### config.mk
export PLATFORM = sky130hd
export DESIGN_NAME = pipe_add
export DESIGN_NICKNAME = d
export VERILOG_FILES = /design/src/rtl/pipe_add_pkg.sv /design/src/rtl/pipe_add_seg.sv /design/src/rtl/pipe_add.sv
export SDC_FILE = /design/constraint.sdc
export NUM_CORES = 1
export LEC_CHECK = 0
export ABC_AREA = 1
export ABC_CLOCK_PERIOD_IN_PS = 9950
export CORE_ASPECT_RATIO = 0.7
export CORE_MARGIN = 2
export CORE_UTILIZATION = 45
export CTS_CLUSTER_DIAMETER = 60
export DETAILED_ROUTE_END_ITERATION = 8
export GPL_ROUTABILITY_DRIVEN = 1
export PLACE_DENSITY = 0.76
export SLEW_MARGIN = 10
export SYNTH_ARGS = -nofsm -noshare
export SYNTH_HDL_FRONTEND = slang
export SYNTH_SLANG_ARGS = --single-unit
### constraint.sdc
create_clock -name clk -period 9.95 [get_ports clk]
set_input_delay 1.99 -clock clk [delete_from_list [all_inputs] [get_ports clk]]
set_output_delay 1.99 -clock clk [all_outputs]
set_load 0.005 [all_outputs]
### src/rtl/pipe_add_pkg.sv
// pipe_add shared definitions: stage count, limits, op encoding.
// Optional subtract support is controlled by macro PIPE_ADD_SUB_EN.
package pipe_add_pkg;

  localparam int MAX_STAGES = 8;

  typedef enum logic {
    OP_ADD = 1'b0,
    OP_SUB = 1'b1
  } op_e;

  function automatic int num_stages(input int width, input int seg);
    return width / seg;
  endfunction

endpackage

### src/rtl/pipe_add_seg.sv
// pipe_add_seg: one SEG-bit combinational lookahead segment adder.
// With PIPE_ADD_SUB_EN a sub input inverts b inside the segment.
module pipe_add_seg
  import pipe_add_pkg::*;
#(
  parameter int SEG = 16
) (
  input  logic [SEG-1:0] a,
  input  logic [SEG-1:0] b,
  input  logic           cin,
`ifdef PIPE_ADD_SUB_EN
  input  logic           sub,
`endif
  output logic [SEG-1:0] sum,
  output logic           cout,
  output logic           cmsb
);

  logic [SEG-1:0] bx;
  logic [SEG-1:0] g;
  logic [SEG-1:0] p;
  logic [SEG:0]   c;

  // generate/propagate terms and carry lookahead across the segment
  always_comb begin
`ifdef PIPE_ADD_SUB_EN
    bx = (sub == OP_SUB) ? ~b : b;
`else
    bx = b;
`endif
    g    = a & bx;
    p    = a ^ bx;
    c    = '0;
    c[0] = cin;
    for (int i = 0; i < SEG; i++) begin
      c[i+1] = g[i] | (p[i] & c[i]);
    end
    sum  = p ^ c[SEG-1:0];
    cout = c[SEG];
    cmsb = c[SEG-1];
  end

endmodule

### src/rtl/pipe_add.sv
// pipe_add: WIDTH-bit adder split into WIDTH/SEG carry-pipelined stages.
// Macro PIPE_ADD_SUB_EN adds a sub port (a + ~b + 1, cin ignored).
module pipe_add
  import pipe_add_pkg::*;
#(
  parameter int WIDTH = 64,
  parameter int SEG   = 16
) (
  input  logic             clk,
  input  logic             reset,
  input  logic             in_valid,
  output logic             in_ready,
  input  logic [WIDTH-1:0] a,
  input  logic [WIDTH-1:0] b,
  input  logic             cin,
`ifdef PIPE_ADD_SUB_EN
  input  logic             sub,
`endif
  output logic             out_valid,
  input  logic             out_ready,
  output logic [WIDTH-1:0] sum,
  output logic             cout,
  output logic             ovf
);

  localparam int N = num_stages(WIDTH, SEG);

  logic         adv;
  logic         c0;
  logic [N-1:0] vin;
  logic [N-1:0] v_q, v_d;
  logic [N-1:0] c_q, c_d;
  logic [N-1:0] seg_co;
  logic [N-1:0] seg_cm;
  logic         cm_q, cm_d;
  logic         unused_ok;

  // global stall: everything shifts only when the output can move
  assign adv       = !v_q[N-1] || out_ready;
  assign in_ready  = adv;
  assign out_valid = v_q[N-1];
  assign cout      = c_q[N-1];
  assign ovf       = cm_q ^ c_q[N-1];

  // valid presented to each stage's input
  always_comb begin
    vin    = '0;
    vin[0] = in_valid;
    for (int k = 1; k < N; k++) begin
      vin[k] = v_q[k-1];
    end
  end

`ifdef PIPE_ADD_SUB_EN
  logic [N-1:0] op_in;
  logic [N-1:0] op_q, op_d;

  // op travels down the pipe alongside its beat
  always_comb begin
    op_in    = '0;
    op_in[0] = sub;
    for (int k = 1; k < N; k++) begin
      op_in[k] = op_q[k-1];
    end
    op_d = adv ? op_in : op_q;
  end

  // op register chain
  always_ff @(posedge clk) begin
    if (reset) op_q <= '0;
    else       op_q <= op_d;
  end

  assign c0        = (op_in[0] == OP_SUB) ? 1'b1 : cin;
  assign unused_ok = ^{seg_cm, op_q[N-1]};
`else
  assign c0        = cin;
  assign unused_ok = ^seg_cm;
`endif

  // valid bits, inter-stage carries and final MSB carry
  always_comb begin
    v_d  = v_q;
    c_d  = c_q;
    cm_d = cm_q;
    if (adv) begin
      v_d = vin;
      for (int k = 0; k < N; k++) begin
        if (vin[k]) c_d[k] = seg_co[k];
      end
      if (vin[N-1]) cm_d = seg_cm[N-1];
    end
  end

  // control/carry registers
  always_ff @(posedge clk) begin
    if (reset) begin
      v_q  <= '0;
      c_q  <= '0;
      cm_q <= 1'b0;
    end else begin
      v_q  <= v_d;
      c_q  <= c_d;
      cm_q <= cm_d;
    end
  end

  for (genvar k = 0; k < N; k++) begin : g_stage
    logic [SEG-1:0] sa;
    logic [SEG-1:0] sb;
    logic [SEG-1:0] ss;
    logic           ci;
    logic [SEG-1:0] rd_q [N-k];
    logic [SEG-1:0] rd_d [N-k];

    if (k == 0) begin : g_head
      assign sa = a[SEG-1:0];
      assign sb = b[SEG-1:0];
      assign ci = c0;
    end else begin : g_skew
      logic [SEG-1:0] ad_q [k];
      logic [SEG-1:0] ad_d [k];
      logic [SEG-1:0] bd_q [k];
      logic [SEG-1:0] bd_d [k];

      // operand skew: segment k waits k cycles for its carry
      always_comb begin
        ad_d = ad_q;
        bd_d = bd_q;
        if (adv) begin
          ad_d[0] = a[k*SEG +: SEG];
          bd_d[0] = b[k*SEG +: SEG];
          for (int j = 1; j < k; j++) begin
            ad_d[j] = ad_q[j-1];
            bd_d[j] = bd_q[j-1];
          end
        end
      end

      // operand skew registers
      always_ff @(posedge clk) begin
        if (reset) begin
          ad_q <= '{default: '0};
          bd_q <= '{default: '0};
        end else begin
          ad_q <= ad_d;
          bd_q <= bd_d;
        end
      end

      assign sa = ad_q[k-1];
      assign sb = bd_q[k-1];
      assign ci = c_q[k-1];
    end

    pipe_add_seg #(
      .SEG (SEG)
    ) u_seg (
      .a    (sa),
      .b    (sb),
      .cin  (ci),
`ifdef PIPE_ADD_SUB_EN
      .sub  (op_in[k]),
`endif
      .sum  (ss),
      .cout (seg_co[k]),
      .cmsb (seg_cm[k])
    );

    // result de-skew: hold segment k until the last stage is done
    always_comb begin
      rd_d = rd_q;
      if (adv && vin[k]) rd_d[0] = ss;
      for (int j = 1; j < N - k; j++) begin
        if (adv && vin[k+j]) rd_d[j] = rd_q[j-1];
      end
    end

    // result de-skew registers
    always_ff @(posedge clk) begin
      if (reset) rd_q <= '{default: '0};
      else       rd_q <= rd_d;
    end

    assign sum[k*SEG +: SEG] = rd_q[N-1-k];
  end

endmodule

==> reports/results.txt, run 1 <==
status: finished clean
Post-Synth Adder-Cell Area: 8.16%
Comb pwr share: 9.8%
sequential area share after synthesis: 46.0%
initial DRC count: 909
Synth Cell Area: 0.0157 mm²
drt via density: 4.92
clock input transition at the sequential cells of the worst setup and hold paths: 0.06 ns
Die Area: 0.0364 mm²
Final Critical Period: 8.41 ns
Worst Setup End Kind: register
Detail Placement HPWL: 21.6 mm
P_int: 2.58 mW
Hold WC Path Type: register to register
Register-to-Register Path Depth: 22
Placed Cells: 2538
syn_nets: 2260
Slew Limit Fails: 0
DR DRC count: 0
cell area after layout: 0.0186 mm²
max_cap viols: 0
1st-pass router iterations: 5
Metal-1 WL: 16.4 mm
#FFs+latches synth: 361
pwr/cell area: 182 mW/mm²
Total Power: 3.37 mW
WL final: 35.4 mm
initial antenna violation count: 1
largest net degree at the start of global routing: 268
Cell Chain, Critical Path: clkdlybuf4s50_1 -> inv_1 -> fa_1 -> inv_1 -> fa_1 -> fa_1 -> fa_1 -> fa_1 -> fa_1 -> fa_1 -> fa_1 -> fa_1 -> fa_1 -> fa_1 -> fa_1 -> fa_1 -> fa_1 -> fa_1 -> inv_1 -> fa_1 -> nand3_1 -> nand2_1 -> nor2_1
Slew HR: 20.1%
Worst Skew: 0.0187 ns
Syn Inst Count: 2063
IO Pins: 201
Buf/Inv on CP: 4
routed wl met3: 1.65 mm
cell depth of the worst setup path: 23
largest family of logic cells by synthesized area: simple AND/OR/NAND/NOR gates
synthesis-to-finish area growth: 18.1%
CP top delay family: adder cells
fraction of layout cells with a size suffix above 1: 3.47%
Total GRT Usage: 19.5%
TritonCTS buffer count: 38
mux cell area share after synthesis: 0%
Worst Slack Setup Final: 1.54 ns
Setup Slack @ Placement: 0.950 ns
unrepaired setup endpoints after global routing: no
crit path max fanout: 1
Least-Margin Pin Slew: 1.20 ns
Worst IR Drop VDD: 0.0000909 V
CP Class: input port to register
FILL cells: 3311
required time of the critical path: 10.41 ns
cell repeated most along the worst path: fa_1
Post-CTS Setup Inserts: 0
Core Box Area: 0.0345 mm²
row cnt: 57
Top Layer Used: met4
Post-Route Hold Slack: 0.475 ns
fin crit share: 84.5%
clk sinks: 361
first-pass GRT wire length: 59.3 mm
fmax: 119 MHz
CTS root buf: clkbuf_16
H-tree depth: 2
Cell Area, Placed: 0.0173 mm²
Worst Path Arrival: 8.86 ns
Leak: 7.56 nW
Routed met2 length: 16.6 mm
# port buffers: 200
Initial Util: 45.5%
final core occ: 53.8%
Finished Layout Cells: 2606
hold depth: 2
final antenna-violating net count: 0
CP peak stage delay: 0.41 ns
Worst setup SP type: input port
Clk pwr share: 43.5%
Syn Area/Cell: 7.62 µm²
Clock Tree Buf Depth: 3
TNS Setup: 0 ns
CTS tree: yes
CP max-delay cell: fa_1
Post-Synth XOR/XNOR Area: 0.0558%
P_sw: 792 µW
Layout Nets: 2303
synth warn: 0
cts hold-fix bufs: 0
clk_lat worst skew: 0.53 ns
drt wl/cell: 13.6 µm
Resize count post-CTS: 0
share of power burned in registers: 46.7%
vias in the first global route: 12300
die height: 160 µm
GP Congestion: 0.832
Netlist cell types: 17
GRT overflow: 0
via count: 12800
complex-gate fraction of the synthesized area: 11.5%
Die Span X: 227 µm
switch share: 23.5%
final setup violation count: 0
Final Hold Fails: 0
post-synthesis simple-gate area fraction: 22.6%
[path summary, 6_finish.rpt]
check	from	endpoint	slack (ns)
setup / recovery	a[0]	g_stage[0].rd_q[63]	1.54
hold / removal	g_stage[3].g_skew.bd_q[21]	g_stage[3].sb[5]	0.48
setup reg to reg	c_q[0]	g_stage[1].rd_q[47]	2.87
hold reg to reg	g_stage[3].g_skew.bd_q[21]	g_stage[3].sb[5]	0.48
[power by group through the flow]
stage                     logic (mW)  registers [mW]  clock network [mW]
after floorplan                0.226            1.59                   0
after global placement         0.324            1.61                   0
after detailed placement       0.332            1.61                   0
after CTS                      0.334            1.58                1.50
after global routing           0.383            1.59                1.57
final                          0.330            1.58                1.47
[area by class of cell]
type	instances	area (µm²)	area share, %
diodes	1	2.50	0.0135
clock buffers	52	1080	5.85
clock inverters	15	216	1.17
inverters	185	707	3.81
multi-input cells	1313	6650	35.8
flip-flops and latches	361	7240	39.0
well taps	472	591	3.18
repair buffers	207	2070	11.1
[placed cells by master, fill, tap and decap left out, types with 2 or more instances in the layout]
master,n
a21oi_1,168
buf_4,6
bufinv_16,5
clkbuf_1,7
clkbuf_16,39
clkbuf_8,6
clkdlybuf4s50_1,200
clkinv_2,5
clkinvlp_4,2
dfxtp_1,358
dfxtp_4,2
fa_1,64
inv_1,182
inv_6,3
nand2_1,168
nand3_1,168
nor2_1,551
o21ai_0,192
[worst reg2reg max path: cells and delay by family (launching register included)]
| family | cells | cell delay, ns |
|---|---|---|
| simple gates | 3 | 0.26 |
| flops | 1 | 0.35 |
| fa+ha+maj | 16 | 6.20 |
| buf+inv | 3 | 0.23 |
[cells in the mapped netlist]
cell | number | area share (%)
nor2_1 | 551 | 13
dfxtp_1 | 361 | 46
o21ai_0 | 192 | 6.1
inv_1 | 182 | 4.3
a21oi_1 | 168 | 5.4
nand2_1 | 168 | 4.0
nand3_1 | 168 | 5.4
clkbuf_1 | 65 | 1.6
fa_1 | 64 | 8.2
buf_2 | 59 | 1.9
buf_4 | 49 | 2.3
buf_6 | 17 | 1.2
buf_1 | 14 | 0.33
inv_2 | 2 | 0.048
clkinv_1 | 1 | 0.024
nand2_2 | 1 | 0.040
xor2_1 | 1 | 0.056
[state kept, by name, indices dropped and copies added (netlist names)]
register / cells
g_stage.rd_q: 112
g_stage.g_skew.ad_q: 64
g_stage.g_skew.bd_q: 64
sum: 48
g_stage.sa: 32
g_stage.sb: 32
c_q: 4
v_q: 4
cm_q: 1
[cell families (layout without fill, tap and decap cells)]
group / after synthesis / in the layout
and+or+nand+nor: 888 / 888
buffers and inverters: 389 / 459
DFF: 361 / 361
AOI/OAI and AO/OA: 360 / 360
adders and majority gates: 64 / 64
xor gates and xnor gates: 1 / 1
other: 0 / 1
[routing by layer]
metal | vias to the layer above | track usage, %
li1 | 6504 | -
met1 | 5976 | 26.6
met2 | 275 | 32.0
met3 | 57 | 3.31
met4 | 0 | 5.41
met5 | - | 0
Power figures use the tool's default switching activity.
==> run 2: changes to the inputs <==
--- a/config.mk
+++ b/config.mk
@@ -6,7 +6,7 @@
 export NUM_CORES = 1
 export LEC_CHECK = 0
 export ABC_AREA = 1
-export ABC_CLOCK_PERIOD_IN_PS = 9950
+export ABC_CLOCK_PERIOD_IN_PS = 7850
 export CORE_ASPECT_RATIO = 0.7
 export CORE_MARGIN = 2
 export CORE_UTILIZATION = 45
==> constraint.sdc (replaced) <==
create_clock -name clk -period 7.85 [get_ports clk]
set_input_delay 1.57 -clock clk [delete_from_list [all_inputs] [get_ports clk]]
set_output_delay 1.57 -clock clk [all_outputs]
set_load 0.005 [all_outputs]
==> reports/results.txt, run 2 (same netlist as run 1, synthesis figures left out) <==
Final Hold Fails: 0 (unchanged)
synthesis-to-finish area growth: 17.6%
most frequent cells in the layout: nor2_1, dfxtp_1, clkdlybuf4s50_1
Worst Setup End Kind: register
Worst Skew: 0.0174 ns (-0.00135 ns)
Initial Util: 45.5% (unchanged)
Placed Cells: 2539 (+0.039%)
Detail Placement HPWL: 21.8 mm (+0.52%)
final antenna-violating net count: 0 (unchanged)
clk sinks: 361 (unchanged)
CTS tree: yes
Hold WC Path Type: register to register
vias in the first global route: 12000 (-2.3%)
Worst setup SP type: input port
final core occ: 53.5% (-0.23 points)
via count: 12800 (-0.48%)
crit path max fanout: 1 (unchanged)
Slew Limit Fails: 0 (unchanged)
max_cap viols: 0 (unchanged)
final setup violation count: 0 (unchanged)
row cnt: 57 (unchanged)
die height: 160 µm (unchanged)
initial antenna violation count: 1 (unchanged)
CP Class: input port to register
CTS root buf: clkbuf_16
commonest non-fill, non-tap cell in the layout: nor2_1
Core Box Area: 0.0345 mm² (unchanged)
status: finished clean
clock input transition at the sequential cells of the worst setup and hold paths: 0.06 ns (about the same)
initial DRC count: 1048 (+15%)
Final Critical Period: 7.62 ns
max FFs per register: 112 (unchanged)
drt via density: 4.90 (-0.36%)
Layout Nets: 2303 (unchanged)
Leak: 7.51 nW (-0.65%)
Clock Tree Buf Depth: 3 (unchanged)
Total Power: 4.14 mW (+23%)
WL final: 35.3 mm (about the same)
required time of the critical path: 8.29 ns (-2.12 ns)
DR DRC count: 0 (unchanged)
Finished Layout Cells: 2603 (-0.12%)
Worst Path Arrival: 8.07 ns (-0.79 ns)
Die Area: 0.0364 mm² (unchanged)
largest registers: g_stage.rd_q: 112 flops, g_stage.g_skew.ad_q: 64 flops, g_stage.g_skew.bd_q: 64 flops
cts hold-fix bufs: 0 (unchanged)
fmax: 131 MHz
TritonCTS buffer count: 37 (-2.6%)
Post-CTS Setup Inserts: 0 (unchanged)
GRT overflow: 0 (unchanged)
IO Pins: 201 (unchanged)
largest net degree at the start of global routing: 275 (+2.6%)
clk_lat worst skew: 0.52 ns (about the same)
unrepaired setup endpoints after global routing: no
fraction of layout cells with a size suffix above 1: 3.85% (+0.38 points)
Total GRT Usage: 19.3% (-0.19 points)
largest reg by FF count: g_stage.rd_q
Slew HR: 22.4% (+2.3 points)
first-pass GRT wire length: 58.5 mm (-1.3%)
drt wl/cell: 13.6 µm (about the same)
pwr/cell area: 224 mW/mm² (+23%)
cell area after layout: 0.0185 mm² (-0.43%)
fin crit share: 97.1%
1st-pass router iterations: 5 (unchanged)
Least-Margin Pin Slew: 1.16 ns (-0.0344 ns)
Cell Area, Placed: 0.0173 mm² (about the same)
# port buffers: 200 (unchanged)
GP Congestion: 0.820 (-1.4%)
Worst IR Drop VDD: 0.000127 V (+40%)
Die Span X: 227 µm (unchanged)
H-tree depth: 2 (unchanged)
Post-Route Hold Slack: 0.476 ns (+0.00121 ns)
==> run 2: worst paths after layout <==
check	endpoint	depth (start not counted)	slack, ns	start
min	g_stage[3].g_skew.bd_q[20]	2	0.48	g_stage[3].g_skew.bd_q[36]
max	g_stage[0].rd_q[63]	23	0.23	b[0]
min reg2reg	g_stage[3].g_skew.bd_q[20]	2	0.48	g_stage[3].g_skew.bd_q[36]
max reg2reg	g_stage[1].rd_q[47]	22	0.76	c_q[0]
==> run 2: layout make-up <==
type	instances	area, µm²
diodes	1	2.50
clock buffers	55	1140
clock inverters	8	52.6
fillers	3291	16000
inverters	185	707
multi-input cells	1313	6680
flip-flops and latches	361	7240
well taps	472	591
repair buffers	208	2070
==> run 2: repair_timing <==
action / CTS / global route
pin swaps: 1 / 1
setup endpoints to repair: 1 / 1
resized for setup: 6 / 4
==> run 2: layer usage <==
| metal | global-route usage, % | share of wire, % | vias up | wire length, µm |
|---|---|---|---|---|
| met5 | 0 | 0 | - | 0 |
| met2 | 31.5 | 47 | 242 | 16500 |
| li1 | - | - | 6489 | - |
| met1 | 26.8 | 47 | 5964 | 16600 |
| met4 | 4.60 | 1.8 | 0 | 639 |
| met3 | 3.22 | 4.3 | 56 | 1520 |
==> run 2: stage by stage <==
| step | TNS [ns] | setup slack (ns) |
|---|---|---|
| after floorplan | 0 | 0.0164 |
| after detailed placement | -1.78 | -0.805 |
| final | 0 | 0.226 |
| after CTS | 0 | 0.00499 |
| after global placement | -1.17 | -0.579 |
| after global routing | 0 | 0.0261 |
==> run 2: critical path, cell delays in order <==
cell	delay, ns
clkdlybuf4s50_1	0.41
inv_1	0.08
fa_1	0.16
inv_1	0.05
fa_1	0.38
fa_2	0.35
fa_2	0.36
fa_2	0.34
fa_2	0.34
fa_1	0.38
fa_1	0.39
fa_2	0.35
fa_2	0.34
fa_1	0.39
fa_2	0.35
fa_2	0.35
fa_2	0.35
fa_2	0.33
inv_1	0.07
fa_1	0.40
nand3_1	0.09
nand2_1	0.08
nor2_1	0.13
==> run 2: report_power, final <==
group          switching [mW]  internal [mW]
Combinational           0.214          0.207
Clock                   0.720           1.00
Sequential             0.0655           1.93
Total                    1.00           3.14
==> run 3: changes to the inputs <==
--- a/config.mk
+++ b/config.mk
@@ -14,6 +14,7 @@
 export DETAILED_ROUTE_END_ITERATION = 8
 export GPL_ROUTABILITY_DRIVEN = 1
 export PLACE_DENSITY = 0.76
+export SKIP_CTS_REPAIR_TIMING = 1
 export SLEW_MARGIN = 10
 export SYNTH_ARGS = -nofsm -noshare
 export SYNTH_HDL_FRONTEND = slang
==> reports/results.txt, run 3 (same netlist as run 1, synthesis figures left out) <==
status: finished clean
unrepaired setup endpoints after global routing: no
IO Pins: 201 (unchanged)
Die Area: 0.0364 mm² (unchanged)
fraction of layout cells with a size suffix above 1: 3.85% (unchanged)
Least-Margin Pin Slew: 1.17 ns (+0.00252 ns)
CP Class: input port to register
initial DRC count: 1032 (-1.5%)
TritonCTS buffer count: 37 (unchanged)
drt via density: 4.89 (-0.20%)
Final Critical Period: 7.65 ns (+0.0270 ns)
Layout Nets: 2303 (unchanged)
max_cap viols: 0 (unchanged)
Cell Chain, Critical Path: clkdlybuf4s50_1 -> inv_1 -> fa_1 -> inv_1 -> fa_1 -> fa_2 -> fa_2 -> fa_1 -> fa_2 -> fa_1 -> fa_1 -> fa_2 -> fa_2 -> fa_2 -> fa_2 -> fa_2 -> fa_2 -> fa_2 -> inv_1 -> fa_1 -> nand3_1 -> nand2_1 -> nor2_1
Die Span X: 227 µm (unchanged)
die height: 160 µm (unchanged)
CP peak stage delay: 0.41 ns (about the same)
final antenna-violating net count: 0 (unchanged)
1st-pass router iterations: 5 (unchanged)
Total GRT Usage: 19.3% (about the same)
Worst IR Drop VDD: 0.000128 V (+0.12%)
max FFs per register: 112 (unchanged)
Final Hold Fails: 0 (unchanged)
crit path max fanout: 1 (unchanged)
Core Box Area: 0.0345 mm² (unchanged)
fin crit share: 97.5% (+0.34 points)
pwr/cell area: 224 mW/mm² (about the same)
Worst Setup End Kind: register
required time of the critical path: 8.29 ns (about the same)
initial antenna violation count: 1 (unchanged)
Worst Path Arrival: 8.09 ns (+0.02 ns)
first-pass GRT wire length: 58.5 mm (unchanged)
GP Congestion: 0.820 (unchanged)
largest registers: g_stage.rd_q: 112 flops, g_stage.g_skew.ad_q: 64 flops, g_stage.g_skew.bd_q: 64 flops
Clock Tree Buf Depth: 3 (unchanged)
Post-Route Hold Slack: 0.477 ns (+0.000441 ns)
most frequent cells in the layout: nor2_1, dfxtp_1, clkdlybuf4s50_1
commonest non-fill, non-tap cell in the layout: nor2_1
CTS root buf: clkbuf_16
Leak: 7.51 nW (about the same)
DR DRC count: 0 (unchanged)
synthesis-to-finish area growth: 17.6% (unchanged)
cell repeated most along the worst path: fa_2
FILL cells: 3292 (+0.030%)
CP top delay family: adder cells
via count: 12700 (-0.20%)
Slew Limit Fails: 0 (unchanged)
CP max-delay cell: clkdlybuf4s50_1
Hold WC Path Type: register to register
GRT overflow: 0 (unchanged)
largest reg by FF count: g_stage.rd_q
clk sinks: 361 (unchanged)
# port buffers: 200 (unchanged)
clk_lat worst skew: 0.52 ns (about the same)
Detail Placement HPWL: 21.8 mm (unchanged)
WL final: 35.3 mm (-0.22%)
Slew HR: 22.3% (-0.17 points)
drt wl/cell: 13.5 µm (-0.22%)
final core occ: 53.5% (unchanged)
largest net degree at the start of global routing: 275 (unchanged)
row cnt: 57 (unchanged)
Worst setup SP type: input port
final setup violation count: 0 (unchanged)
Worst Skew: 0.0184 ns (+0.00106 ns)
H-tree depth: 2 (unchanged)
Buf/Inv on CP: 4 (unchanged)
fmax: 131 MHz (-0.35%)
clock input transition at the sequential cells of the worst setup and hold paths: 0.06 ns (about the same)
vias in the first global route: 12000 (+0.058%)
Initial Util: 45.5% (unchanged)
CTS tree: yes
-- run 3: cell counts in the layout (fill, tap and decap cells not counted) --
Identical to the previous run, type by type.
-- run 3: area by class of cell --
type	instances	area [µm²]	area share, %
clock inverters	8	52.6	0.284
inverters	185	707	3.83
clock buffers	55	1140	6.15
flip-flops and latches	361	7240	39.2
multi-input cells	1313	6680	36.1
repair buffers	208	2070	11.2
well taps	472	591	3.20
diodes	1	2.50	0.0135
-- run 3: metrics by stage --
| stage | power (mW) | cells | setup TNS [ns] | setup WS, ns | instance area, µm² |
|---|---|---|---|---|---|
| after detailed placement | 2.46 | 2539 | -1.78 | -0.805 | 17300 |
| after floorplan | 2.30 | 2063 | 0 | 0.0164 | 15700 |
| final | 4.14 | 2603 | 0 | 0.199 | 18500 |
| after CTS | 4.18 | 2602 | -0.268 | -0.268 | 18400 |
| after global placement | 2.44 | 2539 | -1.17 | -0.579 | 17300 |
| after global routing | 4.34 | 2603 | 0 | 0.00693 | 18500 |
-- run 3: power by group --
part           internal [mW]  switching (mW)  total [mW]
clock network           1.00           0.718        1.72
logic                  0.207           0.214       0.421
registers               1.93          0.0655        2.00
total                   3.14           0.997        4.14
-- run 3: worst min-delay path: cells and delay by family, from the launching register on --
kind	cells	cell delay, ns
AND/OR/NAND/NOR	2	0.13
flip-flops	1	0.32
-- run 3: worst paths after layout --
check	start	to	slack, ns	cells past startpoint
hold / removal	g_stage[3].g_skew.bd_q[36]	g_stage[3].g_skew.bd_q[20]	0.48	2
setup / recovery	a[0]	g_stage[0].rd_q[63]	0.20	23
setup reg to reg	c_q[0]	g_stage[1].rd_q[47]	0.80	22
hold reg to reg	g_stage[3].g_skew.bd_q[36]	g_stage[3].g_skew.bd_q[20]	0.48	2
-- run 3: metal layers --
metal	track usage (%)	wire (µm)	up-vias
li1	-	-	6483
met1	26.8	16800	5955
met2	31.5	16500	232
met3	3.22	1410	56
met4	4.60	642	0
met5	0	0	-
